===== src/rtl/mem_read_scheduler_pkg.sv =====
// Shared types and helpers for the memory read/write schedulers.
// Optional perf counters are enabled with MEM_READ_SCHED_PERF_EN.
package mem_sched_pkg;

    typedef enum logic {
        IDLE  = 1'b0,
        BURST = 1'b1
    } sched_state_t;

    localparam int PERF_CNT_W = 16;

    // Width of an index into n clients; never narrower than one bit.
    function automatic int idx_w(input int n);
        return (n <= 1) ? 1 : $clog2(n);
    endfunction

endpackage


===== src/rtl/mem_read_scheduler_if.sv =====
// Client-side request/response bus plus the memory read port of the scheduler.
// Handshake: a request of client i is accepted in a cycle where r_avalid[i] and
// r_aready[i] are both high at posedge clk; r_aready never rises without r_avalid,
// and r_dvalid has no backpressure (the client must take the data that cycle).
interface mem_read_scheduler_if #(
    parameter int REQUESTERS = 3,
    parameter int ADDR_WIDTH = 4,
    parameter int DATA_WIDTH = 32
);
    logic [REQUESTERS-1:0][ADDR_WIDTH-1:0] r_addr;
    logic [REQUESTERS-1:0]                 r_avalid;
    logic [REQUESTERS-1:0]                 r_aready;
    logic [REQUESTERS-1:0]                 r_dvalid;
    logic [REQUESTERS-1:0][DATA_WIDTH-1:0] r_data;
    logic [ADDR_WIDTH-1:0]                 mem_r_addr;
    logic                                  mem_r_avalid;
    logic [DATA_WIDTH-1:0]                 mem_r_data;

    modport slave (
        input  r_addr, r_avalid, mem_r_data,
        output r_aready, r_dvalid, r_data, mem_r_addr, mem_r_avalid
    );

    modport master (
        output r_addr, r_avalid, mem_r_data,
        input  r_aready, r_dvalid, r_data, mem_r_addr, mem_r_avalid
    );
endinterface


===== src/rtl/mem_read_scheduler_picker.sv =====
// Combinational circular priority picker: first set bit of req at or after start.
// Shared by the read- and write-side schedulers.
module rr_priority_picker
    import mem_sched_pkg::*;
#(
    parameter int N  = 3,
    parameter int IW = idx_w(N)
) (
    input  logic [N-1:0]  req,
    input  logic [IW-1:0] start,
    output logic [N-1:0]  gnt,
    output logic [IW-1:0] idx,
    output logic          found
);
    int pos;

    always_comb begin
        gnt   = '0;
        idx   = '0;
        found = 1'b0;
        pos   = 0;
        for (int k = 0; k < N; k++) begin
            pos = int'(start) + k;
            if (pos >= N) pos = pos - N;
            if (!found && req[pos]) begin
                found    = 1'b1;
                gnt[pos] = 1'b1;
                idx      = IW'(pos);
            end
        end
    end
endmodule


===== src/rtl/mem_read_scheduler.sv =====
// Round-robin read-port scheduler with bounded bursts and a one-hot owner-ID
// return pipeline. Define MEM_READ_SCHED_PERF_EN to add per-client grant counters.
module mem_read_scheduler
    import mem_sched_pkg::*;
#(
    parameter int REQUESTERS = 3,
    parameter int ADDR_WIDTH = 4,
    parameter int DATA_WIDTH = 32,
    parameter int MEM_LAT    = 1,
    parameter int MAX_BURST  = 4,
    localparam int IDX_W     = idx_w(REQUESTERS),
    localparam int BEAT_W    = $clog2(MAX_BURST + 1)
) (
    input  logic                clk,
    input  logic                rst,
    mem_read_scheduler_if.slave bus,
    output sched_state_t        dbg_state,
    output logic [IDX_W-1:0]    dbg_owner,
    output logic [IDX_W-1:0]    dbg_ptr
`ifdef MEM_READ_SCHED_PERF_EN
    ,
    output logic [REQUESTERS-1:0][PERF_CNT_W-1:0] perf_grants
`endif
);
    typedef logic [IDX_W-1:0] idx_t;

    function automatic idx_t next_idx(input idx_t i);
        return (i == idx_t'(REQUESTERS - 1)) ? '0 : i + 1'b1;
    endfunction

    sched_state_t              state_q, state_d;
    idx_t                      owner_q, owner_d;
    idx_t                      ptr_q, ptr_d;
    logic [BEAT_W-1:0]         beat_cnt_q, beat_cnt_d;
    logic [ADDR_WIDTH-1:0]     mem_r_addr_q, mem_r_addr_d;
    logic                      mem_r_avalid_q, mem_r_avalid_d;
    logic [MEM_LAT:0][REQUESTERS-1:0] id_pipe_q, id_pipe_d;

    logic                      cont;
    idx_t                      scan_start;
    logic [REQUESTERS-1:0]     pick_gnt;
    idx_t                      pick_idx;
    logic                      pick_found;
    logic [REQUESTERS-1:0]     aready;
    idx_t                      win_idx;
    logic                      accept;

    // The previous owner lands last in the scan, so it only wins when alone.
    assign scan_start = (state_q == BURST) ? next_idx(owner_q) : ptr_q;

    rr_priority_picker #(
        .N  (REQUESTERS),
        .IW (IDX_W)
    ) u_picker (
        .req   (bus.r_avalid),
        .start (scan_start),
        .gnt   (pick_gnt),
        .idx   (pick_idx),
        .found (pick_found)
    );

    always_comb begin
        cont    = (state_q == BURST) && bus.r_avalid[owner_q] &&
                  (beat_cnt_q < BEAT_W'(MAX_BURST));
        aready  = '0;
        win_idx = pick_idx;
        if (!rst) begin
            if (cont) begin
                aready[owner_q] = 1'b1;
                win_idx         = owner_q;
            end else begin
                aready = pick_gnt;
            end
        end
        accept = |aready;
    end

    always_comb begin
        state_d        = state_q;
        owner_d        = owner_q;
        ptr_d          = ptr_q;
        beat_cnt_d     = beat_cnt_q;
        if (cont) begin
            beat_cnt_d = beat_cnt_q + BEAT_W'(1);
        end else if (pick_found) begin
            state_d    = BURST;
            owner_d    = pick_idx;
            ptr_d      = next_idx(pick_idx);
            beat_cnt_d = BEAT_W'(1);
        end else begin
            state_d    = IDLE;
        end
        mem_r_avalid_d = accept;
        mem_r_addr_d   = accept ? bus.r_addr[win_idx] : mem_r_addr_q;
        id_pipe_d      = {id_pipe_q[MEM_LAT-1:0], aready};
    end

    always_ff @(posedge clk) begin
        if (rst) begin
            state_q        <= IDLE;
            owner_q        <= '0;
            ptr_q          <= '0;
            beat_cnt_q     <= '0;
            mem_r_addr_q   <= '0;
            mem_r_avalid_q <= 1'b0;
            id_pipe_q      <= '0;
        end else begin
            state_q        <= state_d;
            owner_q        <= owner_d;
            ptr_q          <= ptr_d;
            beat_cnt_q     <= beat_cnt_d;
            mem_r_addr_q   <= mem_r_addr_d;
            mem_r_avalid_q <= mem_r_avalid_d;
            id_pipe_q      <= id_pipe_d;
        end
    end

    assign bus.r_aready     = aready;
    assign bus.mem_r_addr   = mem_r_addr_q;
    assign bus.mem_r_avalid = mem_r_avalid_q;
    assign bus.r_dvalid     = id_pipe_q[MEM_LAT];
    assign dbg_state        = state_q;
    assign dbg_owner        = owner_q;
    assign dbg_ptr          = ptr_q;

    always_comb begin
        for (int i = 0; i < REQUESTERS; i++) bus.r_data[i] = bus.mem_r_data;
    end

`ifdef MEM_READ_SCHED_PERF_EN
    logic [REQUESTERS-1:0][PERF_CNT_W-1:0] perf_q, perf_d;

    always_comb begin
        perf_d = perf_q;
        for (int i = 0; i < REQUESTERS; i++) begin
            if (aready[i] && (perf_q[i] != {PERF_CNT_W{1'b1}}))
                perf_d[i] = perf_q[i] + PERF_CNT_W'(1);
        end
    end

    always_ff @(posedge clk) begin
        if (rst) perf_q <= '0;
        else     perf_q <= perf_d;
    end

    assign perf_grants = perf_q;
`endif
endmodule

===== src/flat_wrapper.sv =====
// flat-port wrapper written by rule: the top's interface ports become plain ports
module mem_read_scheduler_flat import mem_sched_pkg::*;
#(
    parameter int REQUESTERS = 3,
    parameter int ADDR_WIDTH = 4,
    parameter int DATA_WIDTH = 32,
    parameter int MEM_LAT    = 1,
    parameter int MAX_BURST  = 4,
    localparam int IDX_W     = idx_w(REQUESTERS),
    localparam int BEAT_W    = $clog2(MAX_BURST + 1)
)
  (clk, rst, dbg_state, dbg_owner, dbg_ptr, bus_r_addr, bus_r_avalid, bus_mem_r_data, bus_r_aready, bus_r_dvalid, bus_r_data, bus_mem_r_addr, bus_mem_r_avalid);
  mem_read_scheduler_if #(.REQUESTERS(REQUESTERS), .ADDR_WIDTH(ADDR_WIDTH), .DATA_WIDTH(DATA_WIDTH)) bus_i ();
  input  logic clk;
  input  logic rst;
  output sched_state_t dbg_state;
  output logic [IDX_W-1:0] dbg_owner;
  output logic [IDX_W-1:0] dbg_ptr;
  input wire logic [$bits(bus_i.r_addr)-1:0] bus_r_addr;
  input wire logic [$bits(bus_i.r_avalid)-1:0] bus_r_avalid;
  input wire logic [$bits(bus_i.mem_r_data)-1:0] bus_mem_r_data;
  output wire logic [$bits(bus_i.r_aready)-1:0] bus_r_aready;
  output wire logic [$bits(bus_i.r_dvalid)-1:0] bus_r_dvalid;
  output wire logic [$bits(bus_i.r_data)-1:0] bus_r_data;
  output wire logic [$bits(bus_i.mem_r_addr)-1:0] bus_mem_r_addr;
  output wire logic [$bits(bus_i.mem_r_avalid)-1:0] bus_mem_r_avalid;
  assign bus_i.r_addr = bus_r_addr;
  assign bus_i.r_avalid = bus_r_avalid;
  assign bus_i.mem_r_data = bus_mem_r_data;
  assign bus_r_aready = bus_i.r_aready;
  assign bus_r_dvalid = bus_i.r_dvalid;
  assign bus_r_data = bus_i.r_data;
  assign bus_mem_r_addr = bus_i.mem_r_addr;
  assign bus_mem_r_avalid = bus_i.mem_r_avalid;
  mem_read_scheduler #(.REQUESTERS(REQUESTERS), .ADDR_WIDTH(ADDR_WIDTH), .DATA_WIDTH(DATA_WIDTH), .MEM_LAT(MEM_LAT), .MAX_BURST(MAX_BURST)) u_core (.clk(clk), .rst(rst), .bus(bus_i), .dbg_state(dbg_state), .dbg_owner(dbg_owner), .dbg_ptr(dbg_ptr));
endmodule

===== config.mk =====
export PLATFORM = sky130hd
export DESIGN_NAME = mem_read_scheduler_flat
export DESIGN_NICKNAME = d
export VERILOG_FILES = /design/src/rtl/mem_read_scheduler_pkg.sv /design/src/rtl/mem_read_scheduler_if.sv /design/src/rtl/mem_read_scheduler_picker.sv /design/src/rtl/mem_read_scheduler.sv /design/src/flat_wrapper.sv
export SDC_FILE = /design/constraint.sdc
export NUM_CORES = 1
export LEC_CHECK = 0
export CORE_UTILIZATION = 35
export CTS_CLUSTER_DIAMETER = 50
export DETAILED_ROUTE_END_ITERATION = 16
export PLACE_DENSITY = 0.82
export SLEW_MARGIN = 10
export SYNTH_ARGS = -nofsm -noshare
export SYNTH_HDL_FRONTEND = slang
export SYNTH_SLANG_ARGS = --single-unit

===== constraint.sdc =====
create_clock -name clk -period 3.7 [get_ports clk]
set_input_delay 0.37 -clock clk [delete_from_list [all_inputs] [get_ports clk]]
set_output_delay 0.37 -clock clk [all_outputs]
set_load 0.01 [all_outputs]

======== After elaboration in Yosys (flattened, before gate mapping) ========
Cells that the tools add are included.
storage, ports and cells
  input port bits ......................... 49
  bits in read-only memories .............. 0
  bits in registers ....................... 19
  latch bits .............................. 0
  memories ................................ 0
  word-level logic and storage cells ...... 90
  bits in writable memories ............... 0
cells by class
  bitwise operators ....................... 3
  muxes and demuxes ....................... 43
  multipliers ............................. 0
  equality and inequality tests ........... 2
  shifts and indexed selects .............. 0
  div/mod/pow operators ................... 0
  reduce and logical (&&, ||, !) cells .... 13
  order comparisons ....................... 13
  add/sub/neg operators ................... 8
operators by type and width
  cell                                                                    count
  32-bit by 1-bit >= comparator with 1-bit output, second input constant  3
  32-bit by 4-bit < comparator with 1-bit output, second input constant   3
  32-bit 2-to-1 mux                                                       3
  3-bit 2-to-1 mux                                                        7
  2-bit 2-to-1 mux                                                        8
  1-bit 2-to-1 mux                                                        15
  1-bit binary-select mux with 2-bit select                               4
  4-bit binary-select mux with 2-bit select                               1
  1-bit demux with 2-bit select                                           4
  1-bit logical AND                                                       8
  3-bit by 2-bit subtractor with 4-bit output, second input constant      2
  3-bit by 2-bit >= comparator with 1-bit output, second input constant   2
  2-bit by 3-bit < comparator with 1-bit output, second input constant    2
  3-bit bitwise OR                                                        2
  2-bit by 1-bit adder with 2-bit output, second input constant           2
  2-bit == test, second input constant                                    2
  4-bit 2-to-1 mux                                                        1
  2-bit by 1-bit adder with 3-bit output, second input constant           1
  2-bit by 2-bit adder with 3-bit output, second input constant           1
  3-bit by 1-bit adder with 3-bit output, second input constant           1
  3-bit < comparator, second input constant                               1
  3-bit OR reduction                                                      1
  2-bit by 2-bit subtractor with 3-bit output, second input constant      1
  2-bit by 1-bit >= comparator with 1-bit output, second input constant   1
  other kinds (5)                                                         6

======== Depth between registers and ports, before layout ========
  depth after elaboration ................. 19
  mapped depth ............................ 12

======== Modules after synthesis ========
From an unflattened synthesis, not the netlist that was laid out.
unflattened totals
  cells, all modules ...................... 249
  area, all modules ....................... 2040.7 um2
by module, submodules not included
  module              cells each  area each (um2)  instances
  mem_read_scheduler  197         1659.1           1
  rr_priority_picker  52          381.6            1

======== Worst setup path after synthesis ========
No wires, ideal clock.
  path type ............................... reg-to-output
  from .................................... register u_core.owner_q[0] (netlist: u_core.dbg_owner[0])
  to ...................................... output bus_r_aready[1]
  cell stages (with the launch flop) ...... 12
  arrival ................................. 2407 ps
  slack ................................... 923 ps
  buffers on the path ..................... 2
  data required time ...................... 3330 ps
  cell sequence ........................... dfxtp_1 -> nor2b_1 -> mux2_2 -> inv_1 -> ha_1 -> buf_4 -> nand3b_1 -> o21ai_1 -> and4bb_2 -> o31ai_4 -> inv_1 -> buf_4
RTL lines
  element                   line                       text
  start: declaration        mem_read_scheduler.sv:32   idx_t owner_q, owner_d;
  start signal: assignment  mem_read_scheduler.sv:109  owner_q <= owner_d;
  end: declaration          flat_wrapper.sv:22         output wire logic [$bits(bus_i.r_aready)-1:0] bus_r_aready;

======== Final worst setup path ========
  from .................................... register u_core.owner_q[0] (netlist: u_core.dbg_owner[0])
  to ...................................... output bus_r_aready[2]
on the way
  word-level cells in the longest chain between the ends .. 17
ends and longest elaborated chain
  element                                                                                                   line                      text
  parallel branches: the longest is 15 deep, another holds 32-bit by 1-bit >= comparator with 1-bit output  --
  3-bit 2-to-1 mux *                                                                                        mem_read_scheduler.sv:68  if (cont) begin
  3-bit 2-to-1 mux *                                                                                        mem_read_scheduler.sv:67  if (!rst) begin
Every way passes the cells marked *. The select of a mux whose other input is x is not followed.

==> flow_summary.json <==
{
  "tightestPinTransition_ns": 0.531,
  "p_seq_share_pct": 21.0,
  "slew_headroom_pct": 64.4,
  "ir_drop_uv": 328,
  "initial_core_util_pct": 36.5,
  "wl_met2_mm": 1.78,
  "drv_slew": 0,
  "clk_pin_slew_ns": 0.08,
  "grt_pass1_vias": 1345,
  "dr.pass1.iters": 4,
  "die_y_um": 81.1,
  "rows": 28,
  "async_flop_share_pct": 0,
  "gr-total-overflow": 0,
  "endpoint_kind": "primary output",
  "hp-start": "u_core.id_pipe_d[3]$_SDFF_PP0_",
  "met1_length_mm": 1.57,
  "vias_per_cell": 5.03,
  "syn_nets": 318,
  "run_status": "finished clean",
  "top_layer": "met4",
  "clkPwrFrac_pct": 9.2,
  "area_delta_synth_final_pct": -14.2,
  "cap_violations": 0,
  "r2r-end": "u_core.dbg_owner[1]$_SDFFE_PP0P_",
  "p_per_area_mw_per_mm2": 840,
  "fin_nets": 250,
  "min_period_ns": 3.50,
  "dieArea_sq_mm": 0.00657,
  "io_buffers": 32,
  "clk_latency_ns": 0.26,
  "core-area_sq_mm": 0.00599,
  "numCtsBuffers": 3,
  "diodes": 0,
  "io_pins": 161,
  "yosys_register_bits": 19,
  "cp.required_ns": 3.33,
  "finalSetupViolations": 0,
  "grt_max_degree": 21,
  "drive_above_1_share_pct": 16.9,
  "die_w_um": 81.1,
  "synth_edf_count": 0,
  "fin_setup_tns_ns": 0,
  "drc": 0,
  "r2r-start": "u_core.dbg_owner[0]$_SDFFE_PP0P_",
  "power_switching_mw": 0.694,
  "crit_type": "reg -> out",
  "crit_fanout": 11,
  "hpwl_mm": 2.92,
  "clockRootBuffer": "clkbuf_8",
  "min_path_cells": 1,
  "final_util_pct": 31.3,
  "p_int_mw": 0.882,
  "max_freq_mhz": 285,
  "rsz0062_at_grt": "no",
  "wl_met3_um": 382,
  "wirelength_mm": 3.93,
  "wire_per_inst_um": 14.5,
  "gp_congestion": 0.855,
  "cts_max_level": 1,
  "combinationalPowerShare_pct": 69.8,
  "reg2reg_setup_slack_ns": 0.76,
  "layout_common_cells": "32 x clkdlybuf4s50_1, 19 x inv_1, 17 x dfxtp_1",
  "grt_pass1_wl_mm": 6.14,
  "fin_skew_ns": 0.00691,
  "antenna_found_initial": 0,
  "postRouteAntennaNets": 0,
  "ys.flop_type": "dfxtp_1",
  "hold_buffers": 0,
  "cts_buffer_depth": 2,
  "switching_share_pct": 44.0,
  "period_share_pct": 94.7,
  "clkSinkCount": 19,
  "cts_tree": "yes",
  "yosys_warnings": 0,
  "syn_area_sq_mm": 0.00219,
  "p_leak_nw": 0.739,
  "layout_commonest_cell": "clkdlybuf4s50_1",
  "grtUsageTotal_pct": 12.0,
  "worstPathArrival_ns": 3.13,
  "vias": 1358,
  "hold_violations": 0,
  "seq_area_frac_synth_pct": 17.4,
  "drt_iter0_drc": 92,
  "syn_avg_cell_area_sq_um": 8.28,
  "ys_types": 55,
  "hold_path_class": "reg -> reg",
  "worstHoldEndpoint": "u_core.bus.r_dvalid[0]$_SDFF_PP0_",
  "synthCells": 264,
  "start_kind": "flip-flop",
  "r2r_cells": 10
}
==> area by class of cell <==
type / instances / area, sq um
timing repair buffer: 34 / 335
sequential: 19 / 383
tap: 75 / 93.8
multi-input combinational: 119 / 946
clock inverter: 1 / 5.00
inverter: 19 / 71.3
clock buffer: 3 / 41.3
fill: 618 / 4120
==> synth_stat cells, drive strengths merged (2+ instances only) <==
master	number	area (sq um)
a31o	2	17.5
a311oi	4	35.0
ha	5	62.6
inv	19	71.3
nor2	11	43.8
a21oi	9	48.8
nand4	4	25.0
o211ai	3	27.5
nand3b	4	30.0
mux2i	8	92.6
nor2b	12	75.1
o31ai	7	86.3
a31oi	2	18.8
a211oi	3	22.5
or3	2	12.5
a22oi	2	15.0
o21ai	6	33.8
nand2b	3	18.8
buf	105	791
nand2	7	26.3
nor4	2	18.8
nand3	2	15.0
mux2	5	67.6
clkbuf	2	7.51
dfxtp	19	380
==> layer usage <==
layer	GRT usage, %	vias up
met3	2.92	29
li1	-	659
met2	21.6	47
met4	7.86	0
met1	12.3	623
met5	0	-
==> critical path, stage by stage (launching register included) <==
cell	delay, ns
dfxtp_2	0.37
nor2b_1	0.17
mux2_2	0.30
inv_1	0.09
ha_2	0.30
mux2i_2	0.34
o21ai_2	0.15
nand4b_1	0.20
a41o_1	0.35
inv_1	0.08
clkdlybuf4s50_1	0.52
==> state kept, by name, summed over array words and instances, names as in the netlist <==
register,cells
u_core.beat_cnt_q,3
u_core.dbg_state,1
u_core.dbg_ptr,2
u_core.bus.mem_r_addr,4
u_core.bus.r_dvalid,3
u_core.dbg_owner,2
u_core.id_pipe_d,3
u_core.bus.mem_r_avalid,1
==> through the flow <==
stage	cell area, sq um	power (mW)	std cells	hold WS [ns]	setup WS (ns)
final	1880	1.58	270	0.441	0.196
after CTS	1870	1.57	270	0.449	0.0207
after global placement	1820	1.39	266	0.428	0.412
after global routing	1880	1.70	270	0.464	0.0527
after detailed placement	1820	1.42	266	0.431	0.275
after floorplan	2190	1.27	264	0.414	0.923
==> kinds of logic after synthesis <==
family,Yosys count,synth area share (%)
compound gates,44,16.5
fa+ha+maj,5,2.86
buf+inv,126,39.8
flops,19,17.4
mux,13,7.32
simple gates,57,16.1
==> power groups by stage <==
| stage | Sequential (mW) | Clock, mW | Combinational, mW |
|---|---|---|---|
| after floorplan | 0.349 | 0 | 0.918 |
| after global placement | 0.331 | 0 | 1.05 |
| after detailed placement | 0.334 | 0 | 1.08 |
| after CTS | 0.330 | 0.150 | 1.09 |
| after global routing | 0.343 | 0.160 | 1.20 |
| final | 0.331 | 0.146 | 1.10 |
==> how the worst max path moves through the flow <==
stage          cells past startpoint              end                              from  slack [ns]
2_1_floorplan                     11  bus_r_aready[1]  u_core.dbg_owner[0]$_SDFFE_PP0P_        0.92
3_3_place_gp                      10  bus_r_aready[2]  u_core.dbg_owner[0]$_SDFFE_PP0P_        0.41
3_5_place_dp                      10  bus_r_aready[2]  u_core.dbg_owner[0]$_SDFFE_PP0P_        0.28
4_1_cts                           10  bus_r_aready[2]  u_core.dbg_owner[0]$_SDFFE_PP0P_        0.02
5_1_grt                           10  bus_r_aready[2]  u_core.dbg_owner[0]$_SDFFE_PP0P_        0.05
6_report                          10  bus_r_aready[2]  u_core.dbg_owner[0]$_SDFFE_PP0P_        0.20
==> what timing repair did <==
item / 4_1_cts / 5_1_grt
endpoints found under the setup margin: 1 / 3
gates cloned: 0 / 0
pin swaps: 0 / 0
endpoints found under the hold margin: 0 / 0
resized for setup: 1 / 4
buffers inserted: 0 / 0
Power figures use the tool's default switching activity.
